===== src/rtl/uart_response_tx_pkg.sv =====
// Shared command codes, framing bytes and state/job encodings for the UART response path.
package uart_response_tx_pkg;

  localparam logic [7:0] CMD_DIGIT_READ  = 8'hCC;
  localparam logic [7:0] CMD_SCORES_READ = 8'hCD;
  localparam logic [7:0] SCORES_START1   = 8'hEE;
  localparam logic [7:0] SCORES_START2   = 8'h77;
  localparam logic [7:0] SCORES_END1     = 8'h77;
  localparam logic [7:0] SCORES_END2     = 8'hEE;
  localparam logic [7:0] NAK             = 8'hFF;

  localparam int NUM_CLASSES_DEF  = 10;
  localparam int SCORE_W_DEF      = 32;
  localparam int SCORES_FRAME_LEN = 4 + NUM_CLASSES_DEF * SCORE_W_DEF / 8;

  // Two start markers, the little-endian score bytes, two end markers.
  function automatic int frame_len(input int num_classes, input int score_w);
    return 4 + num_classes * score_w / 8;
  endfunction

  typedef enum logic [1:0] {IDLE, LOAD, SEND, WAIT} state_e;
  typedef enum logic {JOB_DIGIT, JOB_SCORES} job_e;

endpackage


===== src/rtl/uart_response_tx_tx.sv =====
// 8N1 bit serialiser, LSB first; start is taken only when idle and the start bit appears the next cycle.
// done pulses in the final cycle of the stop bit so a following byte can start right behind it.
module uart_tx #(
  parameter int CLK_FREQ  = 100_000_000,
  parameter int BAUD_RATE = 115200
) (
  input  logic       clk,
  input  logic       rst,
  input  logic [7:0] data,
  input  logic       start,
  output logic       tx,
  output logic       busy,
  output logic       done
);

  localparam int BIT_CYCLES = CLK_FREQ / BAUD_RATE;
  localparam int CNT_W      = $clog2(BIT_CYCLES + 1);
  localparam logic [CNT_W-1:0] BIT_LAST = CNT_W'(BIT_CYCLES - 1);

  logic             tx_q, tx_d;
  logic             busy_q, busy_d;
  logic [8:0]       shift_q, shift_d;
  logic [3:0]       bit_q, bit_d;
  logic [CNT_W-1:0] baud_q, baud_d;
  logic             tick;

  assign tick = busy_q && (baud_q == BIT_LAST);
  assign done = tick && (bit_q == 4'd9);
  assign tx   = tx_q;
  assign busy = busy_q;

  always_comb begin
    tx_d    = tx_q;
    busy_d  = busy_q;
    shift_d = shift_q;
    bit_d   = bit_q;
    baud_d  = baud_q;
    if (!busy_q) begin
      if (start) begin
        busy_d  = 1'b1;
        tx_d    = 1'b0;
        shift_d = {1'b1, data};
        bit_d   = 4'd0;
        baud_d  = '0;
      end
    end else if (tick) begin
      baud_d = '0;
      if (bit_q == 4'd9) begin
        busy_d = 1'b0;
        tx_d   = 1'b1;
      end else begin
        // shift_q[8] is the stop bit; ones backfill so the line stays high after it.
        tx_d    = shift_q[0];
        shift_d = {1'b1, shift_q[8:1]};
        bit_d   = bit_q + 4'd1;
      end
    end else begin
      baud_d = baud_q + CNT_W'(1);
    end
  end

  always_ff @(posedge clk or posedge rst) begin
    if (rst) begin
      tx_q    <= 1'b1;
      busy_q  <= 1'b0;
      shift_q <= '1;
      bit_q   <= 4'd0;
      baud_q  <= '0;
    end else begin
      tx_q    <= tx_d;
      busy_q  <= busy_d;
      shift_q <= shift_d;
      bit_q   <= bit_d;
      baud_q  <= baud_d;
    end
  end

endmodule


===== src/rtl/uart_response_tx.sv =====
// Command FSM, one-deep pending slot and response byte mux driving the UART TX line.
// First start bit two cycles after acceptance; commands beyond the pending slot are dropped and counted.
module uart_response_tx #(
  parameter int CLK_FREQ    = 100_000_000,
  parameter int BAUD_RATE   = 115200,
  parameter int NUM_CLASSES = 10,
  parameter int SCORE_W     = 32
) (
  input  logic                         clk,
  input  logic                         rst,
  input  logic [7:0]                   cmd_rx_data,
  input  logic                         cmd_rx_ready,
  input  logic                         result_valid,
  input  logic [3:0]                   predicted_digit,
  input  logic [NUM_CLASSES*SCORE_W-1:0] scores,
  output logic                         tx,
  output logic                         busy,
  output logic [7:0]                   drop_count
);
  import uart_response_tx_pkg::*;

  localparam int FRAME_LEN = frame_len(NUM_CLASSES, SCORE_W);
  localparam int IDX_W     = $clog2(FRAME_LEN);
  localparam logic [IDX_W-1:0] FRAME_LAST = IDX_W'(FRAME_LEN - 1);
  localparam logic [IDX_W-1:0] FRAME_END1 = IDX_W'(FRAME_LEN - 2);

  state_e                       state_q, state_d;
  job_e                         job_q, job_d, pend_job_q, pend_job_d, cmd_job;
  logic                         pend_vld_q, pend_vld_d;
  logic [IDX_W-1:0]             idx_q, idx_d, last_idx, sidx;
  logic [3:0]                   digit_q, digit_d;
  logic [NUM_CLASSES*SCORE_W-1:0] scores_q, scores_d;
  logic                         valid_q, valid_d;
  logic                         busy_q, busy_d;
  logic [7:0]                   drop_q, drop_d;
  logic                         is_cmd, take_cmd;
  logic [7:0]                   tx_byte;
  logic                         ser_start, ser_busy, ser_done;

  assign is_cmd   = cmd_rx_ready &&
                    (cmd_rx_data == CMD_DIGIT_READ || cmd_rx_data == CMD_SCORES_READ);
  assign cmd_job  = (cmd_rx_data == CMD_SCORES_READ) ? JOB_SCORES : JOB_DIGIT;
  assign last_idx = (job_q == JOB_SCORES && valid_q) ? FRAME_LAST : '0;
  assign sidx     = idx_q - IDX_W'(2);
  assign ser_start = (state_q == SEND);

  always_comb begin
    state_d    = state_q;
    job_d      = job_q;
    pend_vld_d = pend_vld_q;
    pend_job_d = pend_job_q;
    idx_d      = idx_q;
    digit_d    = digit_q;
    scores_d   = scores_q;
    valid_d    = valid_q;
    drop_d     = drop_q;
    take_cmd   = 1'b0;
    case (state_q)
      IDLE: begin
        if (pend_vld_q) begin
          job_d      = pend_job_q;
          pend_vld_d = 1'b0;
          state_d    = LOAD;
        end else if (is_cmd) begin
          job_d    = cmd_job;
          take_cmd = 1'b1;
          state_d  = LOAD;
        end
      end
      LOAD: begin
        digit_d  = predicted_digit;
        scores_d = scores;
        valid_d  = result_valid;
        idx_d    = '0;
        state_d  = SEND;
      end
      SEND: if (!ser_busy) state_d = WAIT;
      WAIT: begin
        if (ser_done) begin
          if (idx_q == last_idx) begin
            state_d = IDLE;
          end else begin
            idx_d   = idx_q + IDX_W'(1);
            state_d = SEND;
          end
        end
      end
      default: state_d = IDLE;
    endcase
    // A slot freed by IDLE this cycle can take the new command straight away.
    if (is_cmd && !take_cmd) begin
      if (!pend_vld_d) begin
        pend_vld_d = 1'b1;
        pend_job_d = cmd_job;
      end else if (drop_q != 8'hFF) begin
        drop_d = drop_q + 8'd1;
      end
    end
    busy_d = (state_d != IDLE) || pend_vld_d;
  end

  always_comb begin
    tx_byte = NAK;
    if (job_q == JOB_DIGIT) begin
      if (valid_q) tx_byte = {4'h0, digit_q};
    end else if (valid_q) begin
      if (idx_q == '0)                 tx_byte = SCORES_START1;
      else if (idx_q == IDX_W'(1))     tx_byte = SCORES_START2;
      else if (idx_q == FRAME_END1)    tx_byte = SCORES_END1;
      else if (idx_q == FRAME_LAST)    tx_byte = SCORES_END2;
      else                             tx_byte = scores_q[{sidx, 3'b000} +: 8];
    end
  end

  always_ff @(posedge clk or posedge rst) begin
    if (rst) begin
      state_q    <= IDLE;
      job_q      <= JOB_DIGIT;
      pend_vld_q <= 1'b0;
      pend_job_q <= JOB_DIGIT;
      idx_q      <= '0;
      digit_q    <= 4'd0;
      scores_q   <= '0;
      valid_q    <= 1'b0;
      busy_q     <= 1'b0;
      drop_q     <= 8'd0;
    end else begin
      state_q    <= state_d;
      job_q      <= job_d;
      pend_vld_q <= pend_vld_d;
      pend_job_q <= pend_job_d;
      idx_q      <= idx_d;
      digit_q    <= digit_d;
      scores_q   <= scores_d;
      valid_q    <= valid_d;
      busy_q     <= busy_d;
      drop_q     <= drop_d;
    end
  end

  uart_tx #(.CLK_FREQ(CLK_FREQ), .BAUD_RATE(BAUD_RATE)) u_tx (
    .clk   (clk),
    .rst   (rst),
    .data  (tx_byte),
    .start (ser_start),
    .tx    (tx),
    .busy  (ser_busy),
    .done  (ser_done)
  );

  assign busy       = busy_q;
  assign drop_count = drop_q;

endmodule


===== config.mk =====
export PLATFORM = sky130hd
export DESIGN_NAME = uart_response_tx
export DESIGN_NICKNAME = d
export VERILOG_FILES = /design/src/rtl/uart_response_tx_pkg.sv /design/src/rtl/uart_response_tx_tx.sv /design/src/rtl/uart_response_tx.sv
export SDC_FILE = /design/constraint.sdc
export NUM_CORES = 1
export LEC_CHECK = 0
export ABC_CLOCK_PERIOD_IN_PS = 14200
export BUFFER_PORTS_ARGS = -buffer_cell sky130_fd_sc_hd__buf_4
export CAP_MARGIN = 10
export CORE_AREA = 2 2 148 295
export CTS_CLUSTER_DIAMETER = 40
export DETAILED_ROUTE_END_ITERATION = 6
export DIE_AREA = 0 0 150 297
export PLACE_DENSITY = 0.71
export SLEW_MARGIN = 20
export SYNTH_ARGS = -nofsm -noshare
export SYNTH_HDL_FRONTEND = slang
export SYNTH_HIERARCHICAL = 1
export SYNTH_SLANG_ARGS = --single-unit
export TNS_END_PERCENT = 50

===== constraint.sdc =====
create_clock -name clk -period 14.2 [get_ports clk]
set_input_delay 2.13 -clock clk [delete_from_list [all_inputs] [get_ports clk]]
set_output_delay 2.13 -clock clk [all_outputs]
set_load 0.01 [all_outputs]

======== After elaboration in Yosys (flattened, before gate mapping) ========
Cells that the tools add are included.
W data, S select, Z words.
storage, ports and cells
  ROM bits ................................ 0
  memory bits (writable) .................. 0
  memories ................................ 0
  flip-flop bits (word level) ............. 370
  output and inout port bits .............. 10
  bits in latches ......................... 0
  word-level logic and storage cells ...... 102
  input bits .............................. 336
operators by class
  muxes and demuxes ....................... 44
  multiply operators ...................... 0
  magnitude comparators ................... 0
  bitwise operators ....................... 1
  reduce and logical (&&, ||, !) cells .... 20
  equal/unequal tests ..................... 16
  add/subtract/negate cells ............... 5
  divide/modulo/power cells ............... 0
  shifts and indexed selects .............. 1
operator list
  cell                     count
  $shiftx A320 B10 Y8      1
  $mux W8                  7
  $mux W9                  4
  $mux W10                 3
  $mux W6                  3
  $eq A8 B8 Y1 const B     2
  $mux W1                  16
  $mux W4                  4
  $eq A6 B6 Y1 const B     2
  $pmux W6 S2              1
  $add A10 B1 Y10 const B  1
  $eq A10 B10 Y1 const B   1
  $mux W2                  5
  $reduce_and A3 Y1        3
  $add A8 B1 Y8 const B    1
  $ne A2 B2 Y1 const B     4
  $ne A8 B8 Y1 const B     1
  $pmux W2 S4              1
  $reduce_bool A2 Y1       4
  $add A6 B1 Y6 const B    1
  $eq A6 B1 Y1 const B     1
  $eq A6 B6 Y1             1
  $logic_not A6 Y1         1
  $reduce_and A2 Y1        3
  10 further kinds         16

======== Logic depth before layout (Yosys ltp) ========
  depth after elaboration ................. 10
  gate-level depth with buffers ........... 13
  gate-level depth less buffers ........... 9

======== Modules after synthesis ========
Netlist, hierarchy kept.
by module, submodules not included
  module            cells each  area an instance (µm²)  sequential area each (µm²)  times used
  uart_response_tx  1,749       16,319.4                8,633.3                     1
  uart_tx           121         1,297.5                 611.8                       1

======== Worst setup path after synthesis ========
OpenSTA, ideal clock, no wires.
  path kind ............................... input port to flip-flop
  start point ............................. input cmd_rx_data[6]
  end point ............................... register drop_q[6] (netlist: drop_count[6])
  required time ........................... 14.120 ns
  library setup time ...................... 0.080 ns
  path buffers ............................ 0
  stages .................................. 5
  setup slack ............................. 10.847 ns
  data arrival time ....................... 3.273 ns
  path through ............................ nand4_1 -> and4bb_2 -> o2111ai_1 -> nor4_1 -> xnor2_1
on the way
  cells in the longest elaborated chain, start to end .. 9
  elaborated cells between the ends (all ways) .. 10
  those cells by class .................... eq/ne (2); mux (3); reduce/logical (5)
RTL lines
  item                                    line                     text
  from (decl)                             uart_response_tx.sv:11   input logic [7:0] cmd_rx_data,
  $eq A8 B8 Y1                            uart_response_tx.sv:41   (cmd_rx_data == CMD_DIGIT_READ || cmd_rx_data == CMD_SCORES_READ);
  $logic_or A1 B1 Y1 (*)                  uart_response_tx.sv:41
  $logic_and A1 B1 Y1 (*)                 uart_response_tx.sv:40   assign is_cmd = cmd_rx_ready &&
  $mux W1                                 uart_response_tx.sv:64   end else if (is_cmd) begin
  $mux W1                                 uart_response_tx.sv:60   if (pend_vld_q) begin
  $mux W1                                 uart_response_tx.sv:58   case (state_q)
  $logic_not A1 Y1                        uart_response_tx.sv:91   if (is_cmd && !take_cmd) begin
  $logic_and A1 B1 Y1 (*)                 uart_response_tx.sv:91
  $reduce_and A3 Y1 (no source line) (*)  --
  to (signal assigned)                    uart_response_tx.sv:137  drop_q <= drop_d;
  to (decl)                               uart_response_tx.sv:35   logic [7:0] drop_q, drop_d;
Every way passes the cells marked *; elsewhere a longest branch is shown, timed or not.
A chain may end at the register's enable or synchronous reset.

======== Worst setup path in the final report ========
  start point ............................. register idx_q[1]
  end point ............................... register u_tx.shift_q[6]
on the way
  cells in the longest elaborated chain, start to end .. 10
  elaborated cells between the ends (all ways) .. 14
  those cells by class .................... add/sub (1); eq/ne (3); shift (1); mux (8); reduce/logical (1)
RTL lines
  item                    line                       text
  from (decl)             uart_response_tx.sv:30     logic [IDX_W-1:0] idx_q, idx_d, last_idx, sidx;
  from (signal assigned)  uart_response_tx.sv:132    idx_q <= idx_d;
  $sub A6 B2 Y6           uart_response_tx.sv:44     assign sidx = idx_q - IDX_W'(2);
  $shiftx A320 B10 Y8     uart_response_tx.sv:111    else tx_byte = scores_q[{sidx, 3'b000} +: 8];
  $mux W8                 uart_response_tx.sv:110    else if (idx_q == FRAME_LAST) tx_byte = SCORES_END2;
  $mux W8                 uart_response_tx.sv:109    else if (idx_q == FRAME_END1) tx_byte = SCORES_END1;
  $mux W8                 uart_response_tx.sv:108    else if (idx_q == IDX_W'(1)) tx_byte = SCORES_START2;
  $mux W8 (*)             uart_response_tx.sv:107    if (idx_q == '0) tx_byte = SCORES_START1;
  $mux W8 (*)             uart_response_tx.sv:106    end else if (valid_q) begin
  $mux W8 (*)             uart_response_tx.sv:104    if (job_q == JOB_DIGIT) begin
  net tx_byte[6]          uart_response_tx.sv:37     logic [7:0] tx_byte;
  $mux W9 (*)             uart_response_tx_tx.sv:39  if (start) begin
  $mux W9 (*)             uart_response_tx_tx.sv:38  if (!busy_q) begin
  to (signal assigned)    uart_response_tx_tx.sv:72  shift_q <= shift_d;
  to (decl)               uart_response_tx_tx.sv:22  logic [8:0] shift_q, shift_d;
Mark *: on every way through the listed nets, which the timed path passes. The rest lies on a longest branch. The select of a mux whose other input is x is not followed.

==> out/qor.txt <==
Final Power: 2.365 mW
TritonCTS Buffers: 40
Die ar.: 44,550 um2
IO Pins: 346
Average routed wire per standard cell: 18.29 um
Syn-to-layout area delta: 23.98%
Setup Viol. Count Final: 0
CTS sink count: 369
Maximum operating frequency: 259.2 MHz
Fin nets: 2,505
RSZ-0062 raised after global routing: false
DRT Pass-1 Iters: 5
Area contributors post-synth: dfrtp_1, nand2_1, mux4_2
DRT iter0 DRCs: 939
Post-synth net total: 2,216
Total GRT Usage: 0.2221
Asr flop ratio synth: 1.000
Netlist cell types: 73
Clock latency at the later pin of the worst-skew pair: 0.54 ns
Synth Flop Type: dfrtp_1
Antenna Nets Post-Route: 0
Hold Path Class: flip-flop to flip-flop
Min cycle time layout: 3.858 ns
CP startpoint: idx_q[1]
Post-synth EDFFs: 0
Leakage: 10.78 nW
Outcome: finished clean
DP Wirelength: 35,280 um
Post-CTS Setup Bufs: 0
Pwr/cell area: 108.3 nW/um2
Pre-CTS WS: 10.28 ns
GR Overflow Total: 0
First-pass GRT wire length: 77,450 um
Worst setup path class: flip-flop to flip-flop
Yosys warning total: 6
Final Routed Wirelength: 49,980 um
Min-delay src: scores_q[109]
# DRC: 0
Initial antenna violation count: 1
Initial Utilization: 0.4164
Hold buffers post-CTS: 0
CTS tree: built
TNS Setup: 0 ns
Rel. slew slack: 0.3365
Synth top area share: 0.5114
Final period util: 0.2717
Cells after Synth: 1,870
Row Count: 107
Mapped Area: 17,620 um2
RR Startpoint: idx_q[1]
Setup crit end kind: flip-flop
Max-cap violations: 0
Skew final: 0.01725 ns
Final Hold Fails: 0
Cell taking the most area after synthesis: dfrtp_1
Syn avg cell area: 9.421 um2
Die X: 150 um
Worst Path Max Fanout: 24
Worst-path clk slew: 0.07 ns
Final Max Tran Viols: 0
Vias in the first global route: 14,062
Clk root buf: clkbuf_16
Largest net degree at the start of global routing: 159
Final GP Congestion: 0.8323
Avg Vias per Cell: 5.115
Routed vias: 13,980
Seq/Total Area, Yosys: 0.5248
VDD IR max: 0.00008256 V
CTS H-tree depth: 2
Register bit total from synthesis: 369
CP startpoint kind: flip-flop
Final WS setup: 10.34 ns
Critical Path AT: 4.33 ns
Ant diodes: 0
Worst EP required: 14.67 ns
CORE AREA: 42,310 um2
Least-Margin Pin Slew: 0.9891 ns
Port Buffer Count: 345
Die H: 297 um
Share of post-route cells with drive strength above 1: 0.2450
Max clock buf depth: 3
Post-CTS Resized: 0
## layer usage
layer / GRT usage / vias up / share of wire
met3: 0.03390 / 79 / 0.069
li1: - / 6691 / -
met4: 0.06649 / 2 / 0.030
met5: 0 / - / 0.00032
met1: 0.3024 / 6685 / 0.41
met2: 0.3668 / 523 / 0.49
## final timing paths
check | endpoint | slack (ns) | depth (start not counted)
worst max-delay path | u_tx/shift_q[6] | 10.34 | 9
worst min-delay path | scores_q[109] | 0.47 | 2
worst max register to register | u_tx/shift_q[6] | 10.34 | 9
worst min register to register | scores_q[109] | 0.47 | 2
max in group asynchronous | scores_q[71] | 10.89 | 3
min in group asynchronous | u_tx/baud_q[4] | 1.75 | 2
## placed cells by master (no fill, tap or decap), types with 4 or more instances in the layout
| master | count |
|---|---|
| nand4_1 | 4 |
| nor2b_1 | 9 |
| buf_4 | 357 |
| dfrtp_1 | 358 |
| nand2b_1 | 9 |
| xor2_1 | 6 |
| a221oi_1 | 9 |
| nor2_1 | 19 |
| mux2_2 | 16 |
| and4_1 | 4 |
| and3_1 | 8 |
| nor3b_1 | 7 |
| dfstp_2 | 9 |
| o31a_1 | 4 |
| mux4_1 | 7 |
| nand3_1 | 8 |
| o21ai_0 | 19 |
| o31ai_1 | 8 |
| clkbuf_8 | 7 |
| a21oi_1 | 14 |
| mux4_2 | 71 |
| nor3_1 | 10 |
| clkinvlp_4 | 4 |
| nand2_1 | 1013 |
| clkinv_2 | 6 |
| mux2i_1 | 37 |
| clkbuf_16 | 41 |
| ha_1 | 10 |
| inv_1 | 16 |
| a22oi_1 | 5 |
| or3_1 | 4 |
| xnor2_1 | 7 |
| o2111ai_1 | 5 |
## report_power, final
part           internal, mW  switching, mW
combinational        0.0970         0.0757
sequential             1.10         0.0283
clock                 0.611          0.453
## cell families after synthesis
kind of cell             Yosys count  synth area share
adder cells (fa/ha/maj)           11          0.007670
AND/OR/NAND/NOR                 1115            0.2518
buffers and inverters            132           0.03551
multiplexers                     131            0.1325
AO/OA/AOI/OAI                     98           0.03970
XOR/XNOR                          14          0.008026
flip-flops                       369            0.5248
## critical path, cell delays in order (launching register included)
cell and delay (ns):
dfrtp_4 0.70, inv_1 0.21, ha_1 0.51, buf_4 0.30
inv_1 0.60, mux2i_1 0.44, o2111ai_1 0.19, o31a_1 0.32
mux2_2 0.25, mux2_2 0.25
## registers in the layout, indices dropped and copies added (netlist names), 2 cells and up
register,cells
idx_q,6
u_tx/shift_q,8
scores_q,320
u_tx/baud_q,10
u_tx/bit_q,4
digit_q,4
drop_count,8
state_q,2
## area by class of cell
type	count	area [um2]
fillers	3917	20460
flip-flops and latches	369	9253
multi-input cells	1369	7761
repair buffers	359	2728
clock buffers	51	1134
well taps	545	681.9
clock inverters	20	202.7
inverters	20	82.58
## per-stage QoR
stage          area (um2)  utilization  hold slack [ns]  instances
6_report            21840       0.5163           0.4677       2733
5_1_grt             21840       0.5163           0.4853       2733
4_1_cts             21810       0.5156           0.4716       2732
3_5_place_dp        20480       0.4841           0.4554       2661
3_3_place_gp        20480       0.4841           0.4504       2661
2_1_floorplan       17620            -           0.4373       1870
## cells in the mapped netlist, drive strengths merged, types with 8 or more instances
master / n
a221oi: 9
mux4: 78
o31ai: 8
nand2b: 10
nor2: 20
clkbuf: 80
nand3: 8
inv: 18
buf: 31
and3: 8
ha: 10
nor3: 11
dfstp: 9
nand2: 1013
mux2i: 37
nor2b: 9
a21oi: 15
mux2: 16
dfrtp: 360
o21ai: 22
No activity file was read; power rests on OpenSTA's default activity.
